File: config.mk
export PLATFORM = sky130hd
export DESIGN_NAME = dna_search_dispatcher
export DESIGN_NICKNAME = d
export VERILOG_FILES = /design/src/rtl/dna_search_dispatcher.sv
export SDC_FILE = /design/constraint.sdc
export NUM_CORES = 1
export LEC_CHECK = 0
export BUFFER_PORTS_ARGS = -buffer_cell sky130_fd_sc_hd__buf_2
export CAP_MARGIN = 0
export CORE_MARGIN = 5
export CORE_UTILIZATION = 31
export DETAILED_ROUTE_END_ITERATION = 12
export PLACE_DENSITY_LB_ADDON = 0.1
export SLEW_MARGIN = 10
export SYNTH_ARGS = -nofsm -noshare
export SYNTH_HDL_FRONTEND = slang
export SYNTH_SLANG_ARGS = --single-unit
File: constraint.sdc
create_clock -name clock_i -period 6.12 [get_ports clock_i]
set_input_delay 1.224 -clock clock_i [delete_from_list [all_inputs] [get_ports clock_i]]
set_output_delay 1.224 -clock clock_i [all_outputs]
set_load 0.05 [all_outputs]
File: src/rtl/dna_search_dispatcher.sv
// rtl/dna_search_dispatcher.sv - re-issuing pattern-search initiator with a FWFT hit FIFO
// Optional WAIT-state timeout is built when DISPATCH_TIMEOUT_EN is defined.
module dna_search_dispatcher #(
  parameter int PAT_LEN = 8,
  parameter int DEPTH   = 8,
  parameter int TIMEOUT = 1024
) (
  input  logic        clock_i,
  input  logic        reset_i,
  input  logic        go_i,
  input  logic [15:0] region_start_i,
  input  logic [15:0] region_length_i,
  input  logic [11:0] pat_addr_i,
  output logic        ready_o,
  output logic [15:0] dna_start_o,
  output logic [15:0] dna_length_o,
  output logic [11:0] pattern_start_o,
  input  logic        done_i,
  input  logic        found_it_i,
  input  logic        error_i,
  input  logic [15:0] found_location_i,
  input  logic        hit_rd_i,
  output logic        hit_valid_o,
  output logic [15:0] hit_loc_o,
  output logic [7:0]  hit_count_o,
  output logic        busy_o,
  output logic        finished_o,
  output logic        fault_o,
  output logic        overflow_o
);

  localparam int          AW      = $clog2(DEPTH);
  localparam logic [16:0] PAT17   = 17'(PAT_LEN);
  localparam logic [AW:0] PTR_ONE = (AW+1)'(1);

  typedef enum logic [2:0] {
    S_IDLE,
    S_ISSUE,
    S_WAIT,
    S_EVAL,
    S_FINISH
  } state_t;

  state_t      state_q;
  logic        ready_q;
  logic        finished_q;
  logic        fault_q;
  logic        overflow_q;
  logic [15:0] dna_start_q;
  logic [15:0] dna_length_q;
  logic [11:0] pattern_start_q;
  logic [15:0] cur_start_q;
  logic [16:0] end_q;
  logic [7:0]  hit_count_q;
  logic        found_q;
  logic        err_q;
  logic [15:0] loc_q;

  logic [15:0] mem_q [DEPTH];
  logic [AW:0] wr_ptr_q;
  logic [AW:0] rd_ptr_q;

  logic        fifo_empty;
  logic        fifo_full;
  logic        push;
  logic        pop;
  logic [16:0] loc_ext;
  logic [16:0] next_start_d;
  logic [16:0] remain_d;
  logic        in_range;
  logic        valid_hit;

`ifdef DISPATCH_TIMEOUT_EN
  logic [15:0] wait_cnt_q;
`else
  logic        unused_timeout;
  assign unused_timeout = (TIMEOUT != 0);
`endif

  // All hit arithmetic is 17-bit so a region ending at or past 64K stays correct.
  assign loc_ext      = {1'b0, loc_q};
  assign next_start_d = loc_ext + 17'd1;
  assign remain_d     = end_q - next_start_d;
  assign in_range     = (loc_ext >= {1'b0, cur_start_q}) && ((loc_ext + PAT17) <= end_q);
  assign valid_hit    = (state_q == S_EVAL) && !err_q && found_q && in_range;

  assign fifo_empty = (wr_ptr_q == rd_ptr_q);
  assign fifo_full  = (wr_ptr_q[AW] != rd_ptr_q[AW]) &&
                      (wr_ptr_q[AW-1:0] == rd_ptr_q[AW-1:0]);
  assign push       = valid_hit && !fifo_full;
  assign pop        = hit_rd_i && !fifo_empty;

  always_ff @(posedge clock_i) begin
    if (reset_i) begin
      state_q         <= S_IDLE;
      ready_q         <= 1'b0;
      finished_q      <= 1'b0;
      fault_q         <= 1'b0;
      overflow_q      <= 1'b0;
      dna_start_q     <= '0;
      dna_length_q    <= '0;
      pattern_start_q <= '0;
      cur_start_q     <= '0;
      end_q           <= '0;
      hit_count_q     <= '0;
      found_q         <= 1'b0;
      err_q           <= 1'b0;
      loc_q           <= '0;
`ifdef DISPATCH_TIMEOUT_EN
      wait_cnt_q      <= '0;
`endif
    end else begin
      ready_q    <= 1'b0;
      finished_q <= 1'b0;
      case (state_q)
        S_IDLE: begin
          if (go_i) begin
            pattern_start_q <= pat_addr_i;
            cur_start_q     <= region_start_i;
            end_q           <= {1'b0, region_start_i} + {1'b0, region_length_i};
            fault_q         <= 1'b0;
            overflow_q      <= 1'b0;
            hit_count_q     <= '0;
            if ({1'b0, region_length_i} < PAT17) begin
              state_q <= S_FINISH;
            end else begin
              state_q      <= S_ISSUE;
              ready_q      <= 1'b1;
              dna_start_q  <= region_start_i;
              dna_length_q <= region_length_i;
            end
          end
        end
        S_ISSUE: begin
          state_q <= S_WAIT;
`ifdef DISPATCH_TIMEOUT_EN
          wait_cnt_q <= '0;
`endif
        end
        S_WAIT: begin
          if (done_i) begin
            found_q <= found_it_i;
            err_q   <= error_i;
            loc_q   <= found_location_i;
            state_q <= S_EVAL;
`ifdef DISPATCH_TIMEOUT_EN
          end else if (wait_cnt_q == 16'(TIMEOUT - 1)) begin
            fault_q <= 1'b1;
            state_q <= S_FINISH;
          end else begin
            wait_cnt_q <= wait_cnt_q + 16'd1;
`endif
          end
        end
        S_EVAL: begin
          if (err_q) begin
            fault_q <= 1'b1;
            state_q <= S_FINISH;
          end else if (!found_q) begin
            state_q <= S_FINISH;
          end else if (!in_range) begin
            fault_q <= 1'b1;
            state_q <= S_FINISH;
          end else if (fifo_full) begin
            // A pop in this same cycle does not make room: the hit is dropped.
            overflow_q <= 1'b1;
            fault_q    <= 1'b1;
            state_q    <= S_FINISH;
          end else begin
            if (hit_count_q != 8'hFF) begin
              hit_count_q <= hit_count_q + 8'd1;
            end
            cur_start_q <= next_start_d[15:0];
            if (remain_d < PAT17) begin
              state_q <= S_FINISH;
            end else begin
              state_q      <= S_ISSUE;
              ready_q      <= 1'b1;
              dna_start_q  <= next_start_d[15:0];
              dna_length_q <= remain_d[15:0];
            end
          end
        end
        S_FINISH: begin
          finished_q <= 1'b1;
          state_q    <= S_IDLE;
        end
        default: begin
          state_q <= S_IDLE;
        end
      endcase
    end
  end

  always_ff @(posedge clock_i) begin
    if (reset_i) begin
      wr_ptr_q <= '0;
      rd_ptr_q <= '0;
    end else begin
      if (push) begin
        wr_ptr_q <= wr_ptr_q + PTR_ONE;
      end
      if (pop) begin
        rd_ptr_q <= rd_ptr_q + PTR_ONE;
      end
    end
  end

  always_ff @(posedge clock_i) begin
    if (push) begin
      mem_q[wr_ptr_q[AW-1:0]] <= loc_q;
    end
  end

  assign ready_o         = ready_q;
  assign dna_start_o     = dna_start_q;
  assign dna_length_o    = dna_length_q;
  assign pattern_start_o = pattern_start_q;
  assign hit_valid_o     = !fifo_empty;
  assign hit_loc_o       = fifo_empty ? 16'd0 : mem_q[rd_ptr_q[AW-1:0]];
  assign hit_count_o     = hit_count_q;
  assign busy_o          = (state_q != S_IDLE);
  assign finished_o      = finished_q;
  assign fault_o         = fault_q;
  assign overflow_o      = overflow_q;

endmodule

==> flow_results.org, run 1 <==
** Setup path
- Required time of the critical path :: 6620 ps
- Crit Path Class :: flip-flop to flip-flop
- On the critical path, the stage with the largest delay is an instance of sky130_fd_sc_hd__dfxtp_1.
- Max FO, Critical Path :: 28
- WP buf/inv :: 1
- Sort of element at the end of the critical path :: flip-flop
- The largest single stage delay on the critical path is 670 ps.
- Data on the critical path arrives at its endpoint at ~5500 ps.
- Startpoint types :: flip-flop
- The cell family contributing the most delay on the critical path is compound AO/OA/AOI/OAI gates.
- Walking the worst path, the cells encountered are and3_1 -> nand2_1 -> xor2_1 -> ha_1 -> o21ai_0 -> or4_4 -> a41oi_4 -> a31oi_1 -> o21bai_1 -> o2bb2ai_1 -> o21a_1 -> o211ai_2 -> o41ai_4 -> buf_4 -> nor2b_1 -> a22o_1.

** Place
- In this run, placement finished with an instance count of 1845.
- Routability cong. :: 0.795
- Post-Place Worst Slack :: 1100 ps
- Count of input and output buffers :: between 100 and 150
- Post-Place Cell Area :: between 0.01 and 0.015 mm²
- Summed over all nets, the half-perimeter wirelength after detailed placement is 26200 µm.

** Layout
- The net count of the finished layout is 1475.
- Commonest non-fill, non-tap cells in the layout :: sky130_fd_sc_hd__buf_2, sky130_fd_sc_hd__nand2_1, sky130_fd_sc_hd__nor2_1
- The layout has 4089 filler cells.
- Most common cell after layout, fill and taps aside :: sky130_fd_sc_hd__buf_2
- The count of cells in the finished layout, fillers not included, comes to around 1900.
- Final design instance area without fill :: around 0.015 mm²
- 0 antenna diodes ended up in the layout.
- Of the cells placed in the final design, the portion with a size suffix greater than 1 is 0.203.
- Area added between synthesis and finish :: 18.5%
- Post-layout util :: 0.370

** Synth
- Summed instance area of the synthesized netlist :: 0.0127 mm²
- Summed over all instances, the cell type with the most area after synthesis is sky130_fd_sc_hd__edfxtp_1.
- Area share of the leading cell type in the synthesized netlist :: 0.303
- Post-Synthesis Cells :: 1201
- Post-synth top flop :: sky130_fd_sc_hd__edfxtp_1
- Of the synthesized area, sequential elements account for 0.494.
- Counting flops with a built-in enable in the synthesized netlist gives 128.
- Cell types with the largest area share after synthesis :: sky130_fd_sc_hd__edfxtp_1, sky130_fd_sc_hd__dfxtp_1, sky130_fd_sc_hd__ha_1, sky130_fd_sc_hd__mux4_2, sky130_fd_sc_hd__mux2i_1
- Average cell area after synthesis :: 10.6 µm²
- In this run, synthesis produced a sequential element count of 249.
- In the synthesized netlist the async set-or-reset flop fraction comes to 0.
- Distinct cell type count after synthesis :: 73
- For this run, the number of Yosys warnings is 0.
- The number of nets handed over by synthesis was between 1000 and 1500.

** Power and ir drop
- Total power consumption of the routed design :: 4.82 mW
- Summed over all cells, the static leakage comes to between 5 and 6 nW.
- Worst vdd ir :: roughly 0.17 mV
- Total power per unit cell area :: 320 mW/mm²

** Floorplanning
- The die is 212 µm tall.
- The die covers 0.0451 mm².
- In this run the count of I/O pins placed on the die edge is around 140.
- Die width :: 212 µm
- Rows :: 74
- Floorplan core area :: 0.0406 mm²
- Starting utilization of the core area :: 0.312

** Clock network
- Post-CTS clock slew at the launch and capture registers of the worst setup and hold paths :: roughly 70 ps
- CTS built an H-tree with a depth of 1.
- Clock Latency Late Sink :: 550 ps
- The longest clock path from root to sink contains 3 buffers.
- Number of clock buffers inserted by TritonCTS :: 29
- Quantity of hold-fixing buffers added after cts :: 0
- Total number of clock tree sinks :: 249
- Clock tree synthesis selected as its root buffer the cell sky130_fd_sc_hd__clkbuf_16.
- Gates resized, CTS repair :: 0
- TritonCTS built the clock tree.
- Setup repair bufs after CTS :: 0

** Detailed routing
- In this run, the number of DRC markers left after iteration 0 of detailed routing was 412.
- Vias per cell :: 4.92
- Summed over all layers, the routed wires come to 36800 µm.
- In this run the remaining antenna-violating nets after routing total 0.
- Across all layers, the routed design uses 9342 vias.
- Average wire per cell in the routed design :: approximately 19 µm
- In the routed design, unresolved DRC markers number 0.
- Drt pass-1 iters :: 4

** STA
- The clock arrives with 17.4 ps of skew.
- Final Max Slew Viols :: 0
- Setup TNS Final :: 0 ps
- Timing would allow up to 201 MHz.
- Subtracting the final worst setup slack from the clock period gives between 4000 and 5000 ps.
- Setup repair after global routing left no endpoint under its margin.
- Setup violations remaining at the end of the flow were counted as 0.
- Once routing completed, OpenROAD measured the worst setup slack at 1150 ps.
- The worst pin sits at a relative slew slack of 0.273.
- On the final layout, the worst hold slack is between 400 and 500 ps.
- Dividing the final minimum period by the clock period gives 0.812.
- The final-report hold violation count is 0.
- Worst-margin pin slew :: 1080 ps

** Global routing
- Initial antenna violation count :: 0
- Via count of the first global-routing pass :: 9598
- The first global-routing pass estimated ~57000 µm of wire.
- Overflow left after global routing :: 0
- Largest net degree at the start of global routing :: between 50 and 60
- For this run, the total global-route usage over all layers was measured as 0.161.

** Run status
- Outcome :: completed

** Flow run
- The tool flagged a number of max-cap violations equal to 0.

** Hold path
- Path type of the worst min-delay path :: flip-flop to flip-flop
==> registers in the layout, summed over array words and instances, names as in the netlist, 8 cells and up, named ones only <==
signal	cells
mem_q	128
end_q	17
cur_start_q	16
dna_length_o	16
dna_start_o	16
loc_q	16
pattern_start_o	12
hit_count_o	8
==> path summary, 6_finish.rpt <==
kind / cells past startpoint / slack (ps) / from / to
worst max register to register: 16 / 1150 / loc_q[1] / dna_length_o[13]
worst max-delay path: 16 / 1150 / loc_q[1] / dna_length_o[13]
worst min register to register: 2 / 450 / dna_length_o[11] / dna_length_o[11]
worst min-delay path: 2 / 450 / dna_length_o[11] / dna_length_o[11]
==> area by class of cell <==
| class | count | area, µm² | area share |
|---|---|---|---|
| tap | 532 | 666 | 0.0443 |
| clock inverter | 17 | 189 | 0.0126 |
| timing repair buffer | 174 | 958 | 0.0637 |
| clock buffer | 35 | 748 | 0.0497 |
| sequential | 249 | 6270 | 0.417 |
| multi-input combinational | 836 | 6010 | 0.400 |
| inverter | 54 | 203 | 0.0135 |
==> cells in the mapped netlist, drive strengths merged (4+ instances only) <==
master    n
dfxtp   121
ha       62
or2       8
nand3b    5
nor2    129
o21a      6
or3      10
a21oi    84
and2      4
edfxtp  128
and3      8
nand2   136
nor2b    12
a31oi     6
mux2i    54
a22o      4
nand4    15
nand2b    9
a211oi    5
o21ai    45
nand3    23
xnor2    53
nor3     20
mux4     32
buf      21
xor2     21
clkbuf   41
nor4     13
inv      54
a21o     15
o211ai    9
==> routing by layer <==
| metal | track usage | share of wire |
|---|---|---|
| met5 | 0 | 0 |
| met4 | 0.0327 | 0.016 |
| met3 | 0.0198 | 0.038 |
| met2 | 0.277 | 0.48 |
| met1 | 0.220 | 0.46 |
==> worst min-delay path, cell delays in order, from the launching register on <==
cell                      delay, ps
sky130_fd_sc_hd__dfxtp_1        310
sky130_fd_sc_hd__nand2_1         50
sky130_fd_sc_hd__a21oi_1         50
==> cells by family (layout without fill, tap and decap cells) <==
| logic type | after synthesis | count (layout) | share of synthesized area |
|---|---|---|---|
| buffers and inverters | 116 | 280 | 0.0388 |
| AOI/OAI and AO/OA | 205 | 205 | 0.102 |
| adders and majority gates | 66 | 66 | 0.0658 |
| xor gates and xnor gates | 74 | 74 | 0.0511 |
| muxes | 88 | 88 | 0.101 |
| and+or+nand+nor | 403 | 403 | 0.148 |
| DFF | 249 | 249 | 0.494 |
==> power by group <==
| group | total, mW | internal [mW] | switching [mW] |
|---|---|---|---|
| Clock | 1.73 | 1.03 | 0.696 |
| Combinational | 1.18 | 0.422 | 0.756 |
| Sequential | 1.91 | 1.84 | 0.0763 |
(Power assumes the default switching activity.)
==> inputs of run 2 (changes only) <==
==> constraint.sdc (replaced) <==
create_clock -name clock_i -period 5 [get_ports clock_i]
set_input_delay 1 -clock clock_i [delete_from_list [all_inputs] [get_ports clock_i]]
set_output_delay 1 -clock clock_i [all_outputs]
set_load 0.05 [all_outputs]
==> run 2 against run 1 <==
Effect of this change:
- first-iteration DRC count is 9.0% lower
- global-route usage shrank 0.21 points
- via count is 0.49% lower
- combinational power increased by 24%
- routed wire length fell by 0.79%
- sequential share of layout area is 0.17 points lower
- clock skew shrank 2.1 ps
- count of clock-buffer cells in the layout increased by 3
- critical path depth unchanged
- sequential cell count is the same
==> flow_results.org, run 2 (same netlist as run 1, synthesis figures left out) <==
** Floorplanning
- The effective utilization at floorplan came to 0.312 (unchanged).
- IO Pins :: 141 (unchanged)
- Die width :: 212 µm (unchanged)
- The total die area was 0.0451 mm² (unchanged).
- Floorplan core area :: 0.0406 mm² (unchanged)
- The die height is 212 µm (unchanged).
- The number of placement rows came to 74 (unchanged).

** Global routing
- The overall overflow remaining after global route came to 0 (unchanged).
- The wire length of the first global-routing pass is 55600 µm (-2.2%).
- Via count of the first global-routing pass :: 9528 (-0.73%)
- Largest net degree at the start of global routing :: 86 (+46%)
- The total routing resource utilization after global routing is 0.159 (-0.00208).
- Initial antenna violation count :: 0 (unchanged)

** STA
- Maximum clock frequency :: 215 MHz (+6.7%)
- The transition time of the tightest slew-check pin came to 993 ps (-88.1 ps).
- Part of the cycle the worst path needs :: 0.932 (+0.119)
- The total negative setup slack was 0 ps (unchanged).
- RSZ-0062 raised after global routing :: no
- The setup violation total in the final timing report is 0 (unchanged).
- The setup skew after layout came to 15.3 ps (-2.14 ps).
- The worst slew margin relative to its limit came to 0.338 (+0.0648).
- Final critical path time including I/O delays and setup :: 4660 ps (-312 ps)
- Final count of hold timing violations :: 0 (unchanged)
- Worst hold slack :: 451 ps (-3.24 ps)
- The number of max-slew violations in the final report came to 0 (unchanged).

** Detailed routing
- The per-cell via count in the routed design was 4.88 (-0.96%).
- Number of vias in the routed layout :: 9296 (-0.49%)
- The routed wire length per instance was 19.2 µm (-1.3%).
- The DRC violation count after routing was 0 (unchanged).
- Overall routed net length :: 36500 µm (-0.79%)
- The first-pass iteration count of the detailed router is 4 (unchanged).
- The count of nets left with antenna violations after detail routing was 0 (unchanged).
- Violation count after the first detailed-route iteration :: 375 (-9.0%)

** Clock network
- The post-CTS setup-driven buffer insertion count was 0 (unchanged).
- Clock Latency Late Sink :: 540 ps (about the same)
- The H-tree depth reported by CTS is 1 (unchanged).
- TritonCTS built the clock tree.
- Maximum root-to-sink buffer count :: 3 (unchanged)
- The number of clock buffers inserted by TritonCTS is 29 (unchanged).
- The count of clock tree sinks was 249 (unchanged).
- Post-CTS clock slew at the launch and capture registers of the worst setup and hold paths :: 60 ps (about the same)
- The number of hold-repair buffers added at the cts stage is 0 (unchanged).
- Clock tree synthesis selected as its root buffer the cell sky130_fd_sc_hd__clkbuf_16.
- The post-cts gate resize count was 0 (unchanged).

** Setup path
- RR Startpoint :: loc_q[0]
- The cell count of the worst reg-to-reg path came to 16 (unchanged).
- Max FO, Critical Path :: 29 (+3.6%)
- The delay of the slowest cell on the worst path is 620 ps (-50 ps).
- Worst-path cell chain :: ha_1 -> nand3_1 -> xor2_1 -> ha_1 -> o21ai_0 -> or4_4 -> a41oi_4 -> a31oi_1 -> o21bai_1 -> o2bb2ai_1 -> o21a_1 -> o211ai_2 -> o41ai_4 -> buf_12 -> nor2b_1 -> a22o_1
- The worst path buffer plus inverter count was 1 (unchanged).
- Most used cell, CP :: sky130_fd_sc_hd__ha_1
- The worst setup path is captured at a flip-flop.
- R2R Setup Slk :: 340 ps (-810 ps)
- Crit Path Class :: flip-flop to flip-flop
- The worst register-to-register path ends at dna_length_o[13].
- The arrival time at the worst endpoint was 5150 ps (-320 ps).
- Cell family with the largest share of critical-path delay :: compound AO/OA/AOI/OAI gates
- Startpoint types :: flip-flop
- For this design, the slowest cell found on the critical path is sky130_fd_sc_hd__or4_4.
- The data required time of the critical path is 5490 ps (-1130 ps).

** Hold path
- Hold Path Origin :: dna_length_o[3]
- Hold worst-path end :: dna_length_o[3]
- Path type of the worst min-delay path :: flip-flop to flip-flop
- The number of stages on the worst hold path came to 2 (unchanged).

** Layout
- Area added between synthesis and finish :: 19.0%
- Layout net count :: 1483 (+0.54%)
- Leaving out fill and tap cells, the most frequent cells in the layout are sky130_fd_sc_hd__buf_2, sky130_fd_sc_hd__nand2_1, sky130_fd_sc_hd__nor2_1.
- Count of inserted antenna diode cells :: 0 (unchanged)
- Max FFs per register :: 128 (unchanged)
- The share of cells above drive strength 1 is 0.205 (+0.00231).
- Final design instance area without fill :: 0.0151 mm² (+0.41%)
- Leaving out fill and tap cells, the most frequent cell in the layout is sky130_fd_sc_hd__buf_2.
- Post-layout util :: 0.372 (+0.00151)

** Run status
- The run finished with clean final reports.

** Power and ir drop
- Worst vdd ir :: 0.166 mV (-0.38%)
- The leakage power is 5.84 nW (+0.68%).
- The total power is 5.82 mW (+21%).
- Total power per unit cell area :: 385 mW/mm² (+20%)

** Flow run
- Max_cap viols :: 0 (unchanged)

** Place
- The count of buffers inserted at the top-level ports came to 140 (unchanged).
- The placement-stage cell area is 0.0142 mm² (+0.69%).
- Dpl hpwl :: 26200 µm (+0.17%)
- Routability cong. :: 0.855 (+7.6%)
-- run 2: changes by cell type in the layout (fill, tap and decap cells not counted), sizes merged --
cell / change
clkbuf: +3
bufinv: -1
clkinvlp: -3
clkinv: +2
buf: +8
-- run 2: stage by stage --
step	worst slack, ps	std cells
global placement	536	1853
floorplan	-227	1201
finish	341	1906
global route	32.2	1906
CTS	354	1906
detailed placement	363	1853
-- run 2: worst reg2reg max path: stages (launching register included) --
cell,delay (ps)
sky130_fd_sc_hd__dfxtp_1,440
sky130_fd_sc_hd__ha_1,270
sky130_fd_sc_hd__nand3_1,110
sky130_fd_sc_hd__xor2_1,180
sky130_fd_sc_hd__ha_1,390
sky130_fd_sc_hd__o21ai_0,280
sky130_fd_sc_hd__or4_4,620
sky130_fd_sc_hd__a41oi_4,230
sky130_fd_sc_hd__a31oi_1,120
sky130_fd_sc_hd__o21bai_1,250
sky130_fd_sc_hd__o2bb2ai_1,250
sky130_fd_sc_hd__o21a_1,230
sky130_fd_sc_hd__o211ai_2,180
sky130_fd_sc_hd__o41ai_4,400
sky130_fd_sc_hd__buf_12,250
sky130_fd_sc_hd__nor2b_1,250
sky130_fd_sc_hd__a22o_1,170
-- run 2: where the power goes --
group,leakage [nW],internal (mW),switching (mW)
Sequential,2.12,2.25,0.0901
Combinational,3.28,0.522,0.934
Clock,0.441,1.21,0.813
-- run 2: routing by layer --
metal  vias to the layer above  track usage  wire [µm]
met5                         -            0          0
met2                       144        0.269      17600
li1                       4609            -          -
met1                      4504        0.217      17000
met4                         0       0.0366        646
met3                        39       0.0217       1250
-- run 2: area by class of cell --
cell class | instances | area (µm²)
Clock inverter | 15 | 141
Inverter | 54 | 203
Tap cell | 532 | 666
Sequential cell | 249 | 6270
Clock buffer | 38 | 759
Fill cell | 4083 | 25500
Multi-Input combinational cell | 836 | 6010
Timing Repair Buffer | 182 | 1060
-- run 2: how the worst max path moves through the flow --
stage	start	to	slack, ps	cells after the start
after floorplan	loc_q[6]	mem_q[6][0]	-230	17
after global placement	loc_q[0]	dna_length_o[13]	540	16
after detailed placement	loc_q[0]	dna_length_o[13]	360	16
after CTS	loc_q[0]	dna_length_o[13]	350	16
after global routing	loc_q[0]	dna_length_o[13]	30	16
final	loc_q[0]	dna_length_o[13]	340	16
